[src/rtl/pipe_fetch_unit.sv]
// pipe_fetch_unit: instruction-fetch front end for the 5-stage core.
//   Generates the PC, issues in-order requests to instruction memory with a
//   credit scheme, buffers returned instructions with their PC in a FIFO and
//   hands them to ID through a valid/ready handshake. A redirect flushes the
//   buffer and discards every response that is still in flight.
// Ports:
//   clk, reset_n                  clock, asynchronous active-low reset
//   imem_req_valid/ready/addr     request channel (addr = current PC)
//   imem_rsp_valid/data           in-order responses, always accepted
//   redirect_valid/redirect_pc    redirect fetch to a new PC
//   inst_valid/ready/data/pc      FIFO head towards ID
// Also contains pipe_fetch_unit_chk, a port-level checker that watches the
// memory interface for responses without a matching outstanding request.

module pipe_fetch_unit #(
    parameter int                ADDR_W     = 32,
    parameter int                INST_W     = 32,
    parameter int                FIFO_DEPTH = 4,
    parameter logic [ADDR_W-1:0] RESET_PC   = '0
) (
    input  logic              clk,
    input  logic              reset_n,
    output logic              imem_req_valid,
    input  logic              imem_req_ready,
    output logic [ADDR_W-1:0] imem_req_addr,
    input  logic              imem_rsp_valid,
    input  logic [INST_W-1:0] imem_rsp_data,
    input  logic              redirect_valid,
    input  logic [ADDR_W-1:0] redirect_pc,
    output logic              inst_valid,
    input  logic              inst_ready,
    output logic [INST_W-1:0] inst_data,
    output logic [ADDR_W-1:0] inst_pc
);

    localparam int PTR_W = $clog2(FIFO_DEPTH);
    localparam int CNT_W = $clog2(FIFO_DEPTH) + 1;
    localparam int OUT_W = $clog2(FIFO_DEPTH + 1);
    localparam logic [ADDR_W-1:0] PC_STEP = ADDR_W'(INST_W / 8);
    localparam logic [CNT_W:0]    DEPTH_C = (CNT_W + 1)'(FIFO_DEPTH);

    logic [ADDR_W-1:0] pc_r;
    logic [ADDR_W-1:0] rsp_pc_r;
    logic [OUT_W-1:0]  outstanding_r;
    logic [OUT_W-1:0]  drop_r;
    logic [CNT_W-1:0]  count_r;
    logic [PTR_W-1:0]  wr_ptr_r;
    logic [PTR_W-1:0]  rd_ptr_r;
    logic [ADDR_W-1:0] pc_mem_r   [FIFO_DEPTH];
    logic [INST_W-1:0] data_mem_r [FIFO_DEPTH];

    logic [CNT_W:0]    credit_used_s;
    logic              empty_s;
    logic              accept_s;
    logic              push_s;
    logic              pop_s;
    logic [OUT_W-1:0]  outstanding_nxt_s;
    logic [OUT_W-1:0]  drop_nxt_s;
    logic [CNT_W-1:0]  count_nxt_s;

    // Buffered entries plus requests in flight never exceed the FIFO size,
    // so every response that is kept is guaranteed a free slot.
    assign credit_used_s  = (CNT_W + 1)'(count_r) + (CNT_W + 1)'(outstanding_r);
    assign imem_req_valid = reset_n && !redirect_valid && (credit_used_s < DEPTH_C);
    assign imem_req_addr  = pc_r;

    assign empty_s  = (count_r == {CNT_W{1'b0}});
    assign accept_s = imem_req_valid && imem_req_ready;
    assign push_s   = imem_rsp_valid && (drop_r == {OUT_W{1'b0}}) && !redirect_valid;
    assign pop_s    = !empty_s && inst_ready && !redirect_valid;

    assign inst_valid = !empty_s;
    assign inst_data  = empty_s ? {INST_W{1'b0}} : data_mem_r[rd_ptr_r];
    assign inst_pc    = empty_s ? {ADDR_W{1'b0}} : pc_mem_r[rd_ptr_r];

    // Next value of the in-flight request counter.
    always_comb begin
        outstanding_nxt_s = outstanding_r;
        case ({accept_s, imem_rsp_valid})
            2'b10:   outstanding_nxt_s = outstanding_r + OUT_W'(1);
            2'b01:   outstanding_nxt_s = outstanding_r - OUT_W'(1);
            default: outstanding_nxt_s = outstanding_r;
        endcase
    end

    // Next value of the discard counter: on redirect every request still in
    // flight after this cycle becomes stale (no request issues on redirect).
    always_comb begin
        drop_nxt_s = drop_r;
        if (redirect_valid) begin
            drop_nxt_s = outstanding_r - (imem_rsp_valid ? OUT_W'(1) : OUT_W'(0));
        end else if (imem_rsp_valid && (drop_r != {OUT_W{1'b0}})) begin
            drop_nxt_s = drop_r - OUT_W'(1);
        end else begin
            drop_nxt_s = drop_r;
        end
    end

    // Next FIFO occupancy for a non-redirect cycle.
    always_comb begin
        count_nxt_s = count_r;
        case ({push_s, pop_s})
            2'b10:   count_nxt_s = count_r + CNT_W'(1);
            2'b01:   count_nxt_s = count_r - CNT_W'(1);
            default: count_nxt_s = count_r;
        endcase
    end

    // Fetch PC and the PC tagged onto the next kept response.
    always_ff @(posedge clk or negedge reset_n) begin
        if (!reset_n) begin
            pc_r     <= RESET_PC;
            rsp_pc_r <= RESET_PC;
        end else if (redirect_valid) begin
            pc_r     <= redirect_pc;
            rsp_pc_r <= redirect_pc;
        end else begin
            if (accept_s) begin
                pc_r <= pc_r + PC_STEP;
            end
            if (push_s) begin
                rsp_pc_r <= rsp_pc_r + PC_STEP;
            end
        end
    end

    // In-flight and discard counters.
    always_ff @(posedge clk or negedge reset_n) begin
        if (!reset_n) begin
            outstanding_r <= {OUT_W{1'b0}};
            drop_r        <= {OUT_W{1'b0}};
        end else begin
            outstanding_r <= outstanding_nxt_s;
            drop_r        <= drop_nxt_s;
        end
    end

    // FIFO pointers and occupancy; a redirect empties the buffer outright.
    always_ff @(posedge clk or negedge reset_n) begin
        if (!reset_n) begin
            wr_ptr_r <= {PTR_W{1'b0}};
            rd_ptr_r <= {PTR_W{1'b0}};
            count_r  <= {CNT_W{1'b0}};
        end else if (redirect_valid) begin
            wr_ptr_r <= {PTR_W{1'b0}};
            rd_ptr_r <= {PTR_W{1'b0}};
            count_r  <= {CNT_W{1'b0}};
        end else begin
            if (push_s) begin
                wr_ptr_r <= wr_ptr_r + PTR_W'(1);
            end
            if (pop_s) begin
                rd_ptr_r <= rd_ptr_r + PTR_W'(1);
            end
            count_r <= count_nxt_s;
        end
    end

    // FIFO storage: instruction and its PC written together on push.
    always_ff @(posedge clk or negedge reset_n) begin
        if (!reset_n) begin
            for (int i = 0; i < FIFO_DEPTH; i++) begin
                pc_mem_r[i]   <= {ADDR_W{1'b0}};
                data_mem_r[i] <= {INST_W{1'b0}};
            end
        end else if (push_s) begin
            pc_mem_r[wr_ptr_r]   <= rsp_pc_r;
            data_mem_r[wr_ptr_r] <= imem_rsp_data;
        end
    end

endmodule

[config.mk]
export PLATFORM = sky130hd
export DESIGN_NAME = pipe_fetch_unit
export DESIGN_NICKNAME = d
export VERILOG_FILES = /design/src/rtl/pipe_fetch_unit.sv
export SDC_FILE = /design/constraint.sdc
export NUM_CORES = 1
export LEC_CHECK = 0
export ABC_AREA = 1
export ABC_CLOCK_PERIOD_IN_PS = 3720
export BUFFER_PORTS_ARGS = -buffer_cell sky130_fd_sc_hd__buf_2
export CAP_MARGIN = 0
export CORE_MARGIN = 4
export CORE_UTILIZATION = 36
export CTS_BUF_LIST = sky130_fd_sc_hd__clkbuf_8
export CTS_CLUSTER_DIAMETER = 100
export DETAILED_ROUTE_END_ITERATION = 12
export GPL_ROUTABILITY_DRIVEN = 0
export SLEW_MARGIN = 30
export SYNTH_ARGS = -nofsm -noshare
export SYNTH_HDL_FRONTEND = slang
export SYNTH_SLANG_ARGS = --single-unit
[constraint.sdc]
create_clock -name clk -period 3.72 [get_ports clk]
set_clock_uncertainty 0.1 [all_clocks]
set_input_delay 0.558 -clock clk [delete_from_list [all_inputs] [get_ports clk]]
set_output_delay 0.558 -clock clk [all_outputs]
set_load 0.005 [all_outputs]
* After elaboration in Yosys (flattened, before gate mapping) *
Index checks and enable logic that the tools add are counted.

operators by class
  mux-type cells = 26
  reductions and logical operators = 20
  order comparisons = 4
  eq/ne operators = 4
  add/sub/neg operators = 11
  bitwise operators = 2

operator list
  kind                   number
  $mux 32                11
  $bwmux 128             2
  $bmux 32 s2            2
  $add 32x3->32 const B  2
  $demux 32 s2           1
  $pmux 3 s2             2
  $reduce_bool 2->1      5
  $logic_and 1x1->1      9
  $mux 3                 3
  $sub 3x1->3 const B    3
  $mux 2                 4
  $add 3x1->3 const B    2
  $ge 3x3->1 const B     2
  $logic_not 3->1        2
  $not 2->3              2
  $reduce_bool 3->1      2
  $add 2x1->2 const B    2
  $add 3x3->4            1
  $eq 2x1->1 const B     2
  $eq 2x2->1 const B     2
  $lt 4x3->1 const B     1
  $lt 3x1->1 const B     1
  $sub 3x1->3            1
  $logic_not 1->1        2
  $mux 1                 1

storage, ports and cells
  output and inout bits = 98
  bits of input ports = 70
  bits in registers = 333

* Longest topological paths before layout *
Gate-level depths: netlist of run 1.

  depth in word-level cells = 7
  gate-level depth with buffers = 12
  gate-level depth less buffers = 11

* Least setup slack after synthesis of run 1 *
No wires, ideal clock.

  path type = register to register
  from = register count_r[1]
  to = register outstanding_r[2]
  slack = 1396 ps
  data arrival time = 2100 ps
  period minus slack after synthesis = 2324 ps
  stages on the path, launching flop included = 13
  cells stage by stage = dfrtp_1 ha_1 nand3_1 nand2_1 nor3_4 nand2_4 buf_2 ha_1 inv_1 fa_1 a21oi_1 o21ai_0 xnor2_1

between the ends
  cells in the longest elaborated chain, start to end = 6
  elaborated cells between the ends (all ways) = 8
  those cells by class = 1 x add/sub; 1 x order compare; 2 x eq/ne; 1 x mux; 3 x reduce/logical

ends and longest elaborated chain
  element                                                 line  RTL
  start: declaration                                      46    logic [CNT_W-1:0] count_r;
  start signal: assignment                                143   count_r <= {CNT_W{1'b0}};
  start signal: assignment                                147   count_r <= {CNT_W{1'b0}};
  start signal: assignment                                155   count_r <= count_nxt_s;
  $add 3x3->4 (*)                                         63    assign credit_used_s = (CNT_W + 1)'(count_r) + (CNT_W + 1)'(outstanding_r);
  $lt 4x3->1 (*)                                          64    assign imem_req_valid = reset_n && !redirect_valid && (credit_used_s < DEPTH_C);
  $logic_and 1x1->1 (*)                                   64
  named net imem_req_valid                                23    output logic imem_req_valid,
  $logic_and 1x1->1 (*)                                   68    assign accept_s = imem_req_valid && imem_req_ready;
  $eq 2x1->1 / $eq 2x2->1 (equally long branches)         79    case ({accept_s, imem_rsp_valid})
  $pmux 3 s2 / $reduce_bool 2->1 (equally long branches)  -
  end signal: assignment                                  130   outstanding_r <= {OUT_W{1'b0}};
  end signal: assignment                                  133   outstanding_r <= outstanding_nxt_s;
  end: declaration                                        44    logic [OUT_W-1:0] outstanding_r;

Mark *: on every way through the listed nets, which the timed path passes. The rest lies on a longest branch.
A chain may end at the register's enable or synchronous reset.

* Final worst setup path of run 1 *
  from = register rd_ptr_r[0]
  to = output inst_data[10]

between the ends
  cells in the longest elaborated chain, start to end = 5

ends and longest elaborated chain
  element                                      line  RTL
  start: declaration                           48    logic [PTR_W-1:0] rd_ptr_r;
  start signal: assignment                     142   rd_ptr_r <= {PTR_W{1'b0}};
  start signal: assignment                     146   rd_ptr_r <= {PTR_W{1'b0}};
  start signal: assignment                     153   rd_ptr_r <= rd_ptr_r + PTR_W'(1);
  $not 2->3 (not written as such)              73    assign inst_data = empty_s ? {INST_W{1'b0}} : data_mem_r[rd_ptr_r];
  $bmux 32 s2                                  73
  $mux 32 (not written as such) (2 in series)  73
  $mux 32                                      73
  end: declaration                             32    output logic [INST_W-1:0] inst_data,

No other way between the ends. The select of a mux whose other input is x is not followed.

==> results of run 1 <==
-- registers in the layout (all words and copies together) (netlist names) --
| register | count |
|---|---|
| rd_ptr_r | 2 |
| imem_req_addr | 32 |
| wr_ptr_r | 2 |
| count_r | 3 |
| pc_mem_r | 128 |
| outstanding_r | 3 |
| drop_r | 3 |
| rsp_pc_r | 32 |
| data_mem_r | 128 |
-- worst max-delay path: cells and delay by family (launching register included) --
family / cells / cell delay, ps
buf+inv: 3 / 830
flops: 1 / 630
compound gates: 2 / 510
-- cell type report --
type / count / share of cell area (%)
Clock buffer: 71 / 5.17
Multi-Input combinational cell: 1548 / 37.3
Sequential cell: 333 / 44.1
Timing Repair Buffer: 194 / 6.03
Inverter: 129 / 2.60
Tap cell: 600 / 3.97
Clock inverter: 22 / 0.860
-- kinds of logic (layout without fill, tap and decap cells) --
kind of cell,after synthesis,count (layout),synth area share (%)
and+or+nand+nor,972,972,23.3
AOI/OAI and AO/OA,530,530,16.5
DFF,333,333,50.7
buffers and inverters,252,416,6.52
xor gates and xnor gates,31,31,1.65
adders and majority gates,15,15,1.23
-- cells in the mapped netlist, drive strengths merged --
master	instances	area share (%)
clkbuf	63	1.4
inv	127	2.9
xor2	21	1.1
o21ai	423	13
a32o	1	0.061
o211ai	13	0.59
nand3	70	2.2
a31oi	1	0.038
nor3	4	0.22
nand2	533	12
buf	60	2.1
clkinv	2	0.076
or2	1	0.038
fa	2	0.24
nor2	357	8.2
dfrtp	333	51
nand3b	3	0.14
o31ai	3	0.14
ha	13	0.99
nand4	3	0.11
a22oi	1	0.046
o21bai	3	0.14
o221ai	2	0.11
and2	1	0.038
xnor2	10	0.53
o21a	1	0.046
a21oi	82	2.5
-- power groups by stage --
stage | Clock [uW] | Combinational (uW) | Sequential [uW]
floorplan | 0 | 2610 | 4920
global placement | 0 | 3990 | 5070
detailed placement | 0 | 4060 | 5100
CTS | 3460 | 4080 | 5050
global route | 3590 | 4610 | 5160
finish | 3350 | 4040 | 5060
-- worst min path at each step --
stage / cells past startpoint / from / slack, ps / end
after floorplan: 0 / reset_n / 160 / count_r[0]$_DFFE_PN0P_
after detailed placement: 2 / data_mem_r[9]$_DFFE_PN0P_ / 370 / data_mem_r[9]$_DFFE_PN0P_
final: 3 / imem_rsp_data[24] / 80 / data_mem_r[56]$_DFFE_PN0P_
after CTS: 3 / imem_rsp_data[24] / 20 / data_mem_r[56]$_DFFE_PN0P_
after global placement: 2 / pc_mem_r[80]$_DFFE_PN0P_ / 360 / pc_mem_r[80]$_DFFE_PN0P_
after global routing: 3 / imem_rsp_data[2] / 50 / data_mem_r[34]$_DFFE_PN0P_
-- metal layers --
layer / part of all wire (%) / routed length, um
met5: 0 / 0
met1: 47 / 22700
met3: 6.7 / 3210
met2: 44 / 20800
met4: 2.4 / 1140
-- metrics by stage --
step                hold slack [ps]  setup slack, ps  cells  instance area (um2)  power, uW
global route                   52.8              244   2897                18900      13400
detailed placement              367              792   2802                17700       9160
finish                         75.8              418   2897                18900      12400
floorplan                       162             1400   2133                16400       7520
global placement                360              762   2802                17700       9060
CTS                            21.1              393   2896                18900      12600
==> results.py, run 1 <==
metrics = {
    "synth": {
        "synth_fp_nets": 2218,
        "yosysSeqAreaShare_pct": 50.7,
        "syn-cell-area_um2": 16400,
        "syn_inst": 2133,
        "yosysWarnings": 0,
        "synth-seq-cells": 333,
        "synth_cell_types": 41,
        "syn_avg_cell_area_um2": 7.70,
    },
    "timing": {
        "grt_setup_unrepaired": "false",
        "slew_viol_final": 0,
        "setup_violations": 0,
        "max_slew_margin_pct": 38.1,
        "finalHoldViolCount": 0,
        "period_needed_ps": 3300,
        "tightest_slew_ps": 929,
        "tns_ps": 0,
        "max_freq_mhz": 303,
        "min_period_over_period_pct": 88.8,
    },
    "cts": {
        "cts_tree": "built",
        "cts_setup_buffers": 0,
        "cts_resized": 0,
        "clockBufferDepth": 3,
        "path_clk_slew_ps": 60,
        "cts_root_buffer": "clkbuf_8",
        "cts-hold-fix-buffers": 1,
        "cts_htree_levels": 2,
        "cts_buffers": 59,
        "clkSinkCount": 333,
        "clk_latency_ps": 670,
    },
    "finish": {
        "fin_util_pct": 41.8,
        "n_fill_cell": 4635,
        "final_common_cell": "nand2_1",
        "diodes": 0,
        "syn_to_final_growth_pct": 15.2,
        "multi_input_area_um2": 7060,
        "layout-drive-gt1-share_pct": 13.1,
        "ff_latch_area_um2": 8340,
        "nNetsFinal": 2350,
        "final_cell_mix": "nand2_1 (525), o21ai_0 (355), nor2_1 (353), dfrtp_1 (331), buf_2 (166)",
    },
    "grt": {
        "grt_max_degree": 97,
        "first_global_vias": 14200,
        "grtUsageMet1_pct": 27.5,
        "busiest_layer": "met2",
        "grt_pass1_wl_um": 77300,
        "antenna_found_initial": 0,
        "grt_util_met2_pct": 29.5,
        "grtUsageTotal_pct": 19.0,
        "grtUsageMet3_pct": 3.27,
        "overflow": 0,
    },
    "die": {
        "die_x_um": 222,
        "fp-row-count": 78,
        "core_um2": 45300,
        "die_area_um2": 49100,
        "initial_utilization_pct": 36.3,
        "io_pins": 168,
        "die_h_um": 222,
    },
    "critical_path": {
        "rr_endpoint": "count_r[2]$_DFFE_PN0P_",
        "ff2ff_path_depth": 9,
        "critPathSlowestCell": "dfrtp_4",
        "cp-startpoint": "rd_ptr_r[0]$_DFFE_PN0P_",
        "required_ps": 3060,
        "endpoint": "inst_data[10]",
        "critPathKind": "register to primary output",
        "cpPeakStageDelay_ps": 630,
        "path_max_fanout": 64,
        "start_kind": "register",
        "path_cells": "inv_2 -> buf_4 -> o21ai_0 -> a21oi_1 -> buf_2",
        "r2r-start": "count_r[0]$_DFFE_PN0P_",
        "ff2ff_setup_slack_ps": 1220,
        "end_kind": "primary output",
        "crit_arrival_ps": 2640,
    },
    "power_and_ir_drop": {
        "power_frac_comb_pct": 32.5,
        "p_sw_share_pct": 37.9,
        "p_clk_share_pct": 26.9,
        "p_sw_uw": 4720,
        "p_int_uw": 7730,
        "power_density_nw_per_um2": 658,
        "vdd_drop_max_mv": 0.409,
        "p_seq_share_pct": 40.6,
        "p_leak_uw": 0.00897,
    },
    "routing": {
        "drtIter0Drc": 1124,
        "drt_pre_antenna_iters": 6,
        "vias_per_cell": 5.01,
        "drt-total-wl_um": 47800,
        "ant_nets": 0,
        "drc": 0,
        "wl_per_cell_um": 16.5,
        "vias": 14500,
    },
    "status": {
        "status": "completed",
    },
    "min_path": {
        "holdCritPathClass": "primary input to register",
    },
    "place": {
        "hpwlAfterDp_um": 30800,
        "port_buffers": 167,
    },
    "flow_run": {
        "max-cap-violations": 0,
    },
}
No activity file was read; power rests on OpenSTA's default activity.
==> run 2: changes to the inputs <==
--- a/config.mk
+++ b/config.mk
@@ -15,6 +15,7 @@
 export CTS_CLUSTER_DIAMETER = 100
 export DETAILED_ROUTE_END_ITERATION = 12
 export GPL_ROUTABILITY_DRIVEN = 0
+export GPL_TIMING_DRIVEN = 0
 export SLEW_MARGIN = 30
 export SYNTH_ARGS = -nofsm -noshare
 export SYNTH_HDL_FRONTEND = slang
==> run 2 against run 1 <==
  * Count of clock-buffer cells in the layout increased by 7
  * Sequential power decreased by 1%
  * Non-clock buffer count increased by 102
  * Critical endpoint is now inst_pc[18]
==> results.py, run 2 (synthesis gave the netlist of run 1 again) <==
metrics = {
    "status": {
        "status": "completed",
    },
    "routing": {
        "drt_pre_antenna_iters": 5,
        "vias": 15400,
        "vias_per_cell": 5.09,
        "drtIter0Drc": 1260,
        "drc": 0,
        "wl_per_cell_um": 17.3,
        "ant_nets": 0,
        "drt-total-wl_um": 52300,
    },
    "timing": {
        "finalHoldViolCount": 0,
        "min_period_over_period_pct": 97.3,
        "grt_setup_unrepaired": "false",
        "setup_violations": 0,
        "max_slew_margin_pct": 43.9,
        "tightest_slew_ps": 842,
        "slew_viol_final": 0,
        "setup_slack_ps": 99.6,
        "max_freq_mhz": 276,
        "period_needed_ps": 3620,
        "tns_ps": 0,
    },
    "finish": {
        "final_common_cell": "nand2_1",
        "layout-drive-gt1-share_pct": 13.8,
        "nNetsFinal": 2453,
        "multi_input_area_um2": 7030,
        "reg.largest.list": "data_mem_r: 128 flops, pc_mem_r: 128 flops",
        "n_fill_cell": 4759,
        "ff_latch_area_um2": 8330,
        "final_cell_mix": "nand2_1 (528), o21ai_0 (355), nor2_1 (353), dfrtp_1 (333), buf_2 (205)",
        "fin_util_pct": 43.0,
        "syn_to_final_growth_pct": 18.6,
        "diodes": 0,
    },
    "cts": {
        "cts_htree_levels": 2,
        "cts_tree": "built",
        "cts_setup_buffers": 0,
        "path_clk_slew_ps": 60,
        "clkSinkCount": 333,
        "cts_root_buffer": "clkbuf_8",
        "clk_latency_ps": 660,
        "clockBufferDepth": 3,
        "cts_buffers": 60,
    },
    "die": {
        "core_um2": 45300,
        "io_pins": 168,
        "die_area_um2": 49100,
        "die_h_um": 222,
        "fp-row-count": 78,
        "initial_utilization_pct": 36.3,
        "die_x_um": 222,
    },
    "min_path": {
        "hp-start": "imem_rsp_data[27]",
        "hold_depth": 3,
        "holdCritPathClass": "primary input to register",
        "min_to": "data_mem_r[59]$_DFFE_PN0P_",
    },
    "critical_path": {
        "ff2ff_setup_slack_ps": 1040,
        "required_ps": 3060,
        "start_kind": "register",
        "end_kind": "primary output",
        "rr_endpoint": "outstanding_r[2]$_DFFE_PN0P_",
        "critPathKind": "register to primary output",
        "r2r-start": "count_r[1]$_DFFE_PN0P_",
        "path_max_fanout": 10,
        "ff2ff_path_depth": 12,
        "crit_arrival_ps": 2960,
    },
    "place": {
        "hpwlAfterDp_um": 37700,
        "port_buffers": 166,
        "place_ws_ps": 467,
    },
    "power_and_ir_drop": {
        "p_leak_uw": 0.00924,
        "power_density_nw_per_um2": 668,
        "vdd_drop_max_mv": 0.494,
    },
    "grt": {
        "overflow": 0,
        "grt_pass1_wl_um": 84100,
        "antenna_found_initial": 0,
        "first_global_vias": 15300,
        "grtUsageTotal_pct": 20.9,
        "grt_max_degree": 79,
    },
    "flow_run": {
        "max-cap-violations": 0,
    },
}
## run 2: repair_timing
action                     in CTS  in global routing
hold endpoints to repair       49                  0
hold buffers                    3                  0
setup endpoints to repair      50                  0
resized for setup               1                  0
## run 2: worst max-delay path, cell delays in order, from the launching register on
cell and delay, ps:
dfrtp_1 440, nor3_2 560, clkbuf_1 600, buf_2 370, a21oi_1 150, buf_2 170
## run 2: power by group
part	switching [uW]	internal [uW]	leakage [uW]
Combinational	2740	1530	0.00410
Sequential	561	4450	0.00439
Clock	1650	2090	0.000753
Total	4950	8070	0.00924
## run 2: layout make-up
cell class              instances  area share, %
well taps                     600           3.85
plain buffers                 123           2.97
multi-input cells            1548           36.1
clock inverters                33           1.23
flip-flops and latches        333           42.8
clock buffers                  78           5.51
inverters                     129           2.52
repair buffers                173           5.04
## run 2: metal layers
layer	up-vias	GRT usage (%)	part of all wire, %	wire length [um]
met5	-	0	0	0
met2	538	34.1	46	23900
met4	0	6.22	2.4	1240
met1	7383	28.6	45	23600
li1	7364	-	-	-
met3	86	3.91	6.7	3500
## run 2: worst max-delay path by stage
| stage | from | endpoint | cells past startpoint | slack (ps) |
|---|---|---|---|---|
| after floorplan | count_r[1]$_DFFE_PN0P_ | outstanding_r[2]$_DFFE_PN0P_ | 12 | 1400 |
| after global placement | reset_n | outstanding_r[1]$_DFFE_PN0P_ | 9 | -4840 |
| after detailed placement | reset_n | outstanding_r[1]$_DFFE_PN0P_ | 10 | 470 |
| after CTS | count_r[0]$_DFFE_PN0P_ | inst_pc[18] | 5 | 50 |
| after global routing | count_r[0]$_DFFE_PN0P_ | inst_pc[18] | 5 | 7 |
| final | count_r[0]$_DFFE_PN0P_ | inst_pc[18] | 5 | 100 |
## run 2: per-stage QoR
step	hold WS [ps]	power, uW	cell area [um2]	cells
after floorplan	162	7520	16400	2133
after global placement	354	9180	18000	2899
after detailed placement	366	9300	18100	2903
after CTS	26.7	13100	19500	3017
after global routing	53.8	14000	19500	3017
final	65.0	13000	19500	3017
==> run 3: changes to the inputs <==
--- a/config.mk
+++ b/config.mk
@@ -16,6 +16,7 @@
 export DETAILED_ROUTE_END_ITERATION = 12
 export GPL_ROUTABILITY_DRIVEN = 0
 export GPL_TIMING_DRIVEN = 0
+export MAX_ROUTING_LAYER = met4
 export SLEW_MARGIN = 30
 export SYNTH_ARGS = -nofsm -noshare
 export SYNTH_HDL_FRONTEND = slang
==> run 3 against run 2 <==
  * First-iteration DRC count up 4.1%
  * Routed wire length about the same
  * Clock power about the same
  * Combinational power about the same
  * Die area unchanged
  * Largest power group unchanged
  * Total power about the same
  * Via count down 0.26%
  * Core utilization unchanged
  * Sequential share of layout area unchanged
  * Sequential power about the same
  * Global-route usage up 0.62 points
  * Critical endpoint unchanged
==> results.py, run 3 (synthesis gave the netlist of run 1 again) <==
metrics = {
    "status": {
        "status": "completed",
    },
    "timing": {
        "setup_violations": 0,
        "slew_viol_final": 0,
        "grt_setup_unrepaired": "false",
        "max_slew_margin_pct": 43.4,
        "holdWs_ps": 65.7,
        "period_needed_ps": 3590,
        "tightest_slew_ps": 849,
        "finalHoldViolCount": 0,
        "max_freq_mhz": 279,
        "min_period_over_period_pct": 96.5,
    },
    "critical_path": {
        "end_kind": "primary output",
        "crit_top_cell": "buf_2",
        "cpPeakStageDelay_ps": 580,
        "critPathTopFamily": "buffers and inverters",
        "path_max_fanout": 10,
        "critPathSlowestCell": "clkbuf_1",
        "start_kind": "register",
        "path_cells": "nor3_2 -> clkbuf_1 -> buf_2 -> a21oi_1 -> buf_2",
        "critPathKind": "register to primary output",
        "worst-path-buf-inv": 3,
        "crit_arrival_ps": 2930,
        "required_ps": 3060,
    },
    "die": {
        "core_um2": 45300,
        "die_h_um": 222,
        "initial_utilization_pct": 36.3,
        "die_area_um2": 49100,
        "io_pins": 168,
        "fp-row-count": 78,
        "die_x_um": 222,
    },
    "routing": {
        "drtIter0Drc": 1312,
        "ant_nets": 0,
        "wl_per_cell_um": 17.3,
        "drt-total-wl_um": 52200,
        "drt_pre_antenna_iters": 5,
        "vias_per_cell": 5.08,
        "vias": 15300,
        "drc": 0,
    },
    "power_and_ir_drop": {
        "vdd_drop_max_mv": 0.494,
        "p_leak_uw": 0.00924,
        "power_density_nw_per_um2": 668,
        "total_power_uw": 13000,
    },
    "cts": {
        "path_clk_slew_ps": 60,
        "cts_buffers": 60,
        "cts_htree_levels": 2,
        "clk_latency_ps": 650,
        "clkSinkCount": 333,
        "cts_setup_buffers": 0,
        "cts_tree": "built",
        "clockBufferDepth": 3,
        "cts_root_buffer": "clkbuf_8",
    },
    "grt": {
        "overflow": 0,
        "first_global_vias": 15400,
        "grt_max_degree": 79,
        "grt_pass1_wl_um": 84100,
        "antenna_found_initial": 0,
        "grtUsageTotal_pct": 21.5,
    },
    "min_path": {
        "holdCritPathClass": "primary input to register",
    },
    "finish": {
        "final_common_cell": "nand2_1",
        "reg.largest.list": "data_mem_r: 128 flops, pc_mem_r: 128 flops",
        "final_cell_mix": "nand2_1 (528), o21ai_0 (355), nor2_1 (353), dfrtp_1 (333), buf_2 (205)",
        "syn_to_final_growth_pct": 18.6,
        "layout-drive-gt1-share_pct": 13.8,
        "diodes": 0,
        "n_fill_cell": 4759,
        "nNetsFinal": 2453,
    },
    "place": {
        "hpwlAfterDp_um": 37700,
        "port_buffers": 166,
    },
    "flow_run": {
        "max-cap-violations": 0,
    },
}
run 3: per-layer routing:
layer / part of all wire (%) / track usage (%) / routed length, um
met1: 45 / 28.7 / 23700
met3: 6.6 / 3.71 / 3450
met4: 2.3 / 6.22 / 1220
met2: 46 / 34.2 / 23800
met5: 0 / - / 0
run 3: final cells by class:
cell class              count  area [um2]  area share, %
repair buffers            173         981           5.04
clock inverters            33         239           1.23
flip-flops and latches    333        8330           42.8
inverters                 129         492           2.52
multi-input cells        1548        7030           36.1
clock buffers              78        1070           5.51
plain buffers             123         579           2.97
well taps                 600         751           3.85
run 3: power breakdown:
group	switching, uW	internal, uW	total, uW	leakage (uW)
clock	1650	2090	3740	0.000753
sequential	558	4450	5010	0.00439
combinational	2730	1530	4250	0.00410
run 3: worst reg2reg max path, cell delays in order, from the launching register on:
cell,delay (ps)
dfrtp_1,440
ha_1,300
nand3_1,70
nand2_1,110
nor3_4,60
nand2_4,140
buf_2,280
ha_1,190
inv_1,60
fa_1,370
a21oi_1,160
o21ai_0,120
xnor2_1,140
run 3: what timing repair did:
action,CTS,global route
hold buffers,3,0
gates resized for setup,1,0
setup endpoints to repair,50,0
endpoints found under the hold margin,49,0
run 3: final timing paths:
| kind | from | cells after the start | end | slack (ps) |
|---|---|---|---|---|
| worst max-delay path | count_r[0]$_DFFE_PN0P_ | 5 | inst_pc[18] | 130 |
| worst min-delay path | imem_rsp_data[27] | 3 | data_mem_r[59]$_DFFE_PN0P_ | 70 |
| worst max register to register | count_r[1]$_DFFE_PN0P_ | 12 | outstanding_r[2]$_DFFE_PN0P_ | 1050 |
| worst min register to register | pc_mem_r[14]$_DFFE_PN0P_ | 2 | pc_mem_r[14]$_DFFE_PN0P_ | 380 |
| max in group asynchronous | reset_n | 4 | imem_req_addr[24]$_DFFE_PN0P_ | 2070 |
| min in group asynchronous | reset_n | 2 | data_mem_r[26]$_DFFE_PN0P_ | 270 |
run 3: per-stage QoR:
stage / utilization, % / instance area [um2] / TNS, ps / instances / worst slack [ps]
detailed placement: 40.0 / 18100 / 0 / 2903 / 467
CTS: 43.0 / 19500 / 0 / 3017 / 52.4
floorplan: - / 16400 / 0 / 2133 / 1400
global route: 43.0 / 19500 / 0 / 3017 / 6.81
finish: 43.0 / 19500 / 0 / 3017 / 131
global placement: 39.8 / 18000 / -1676020 / 2899 / -4840
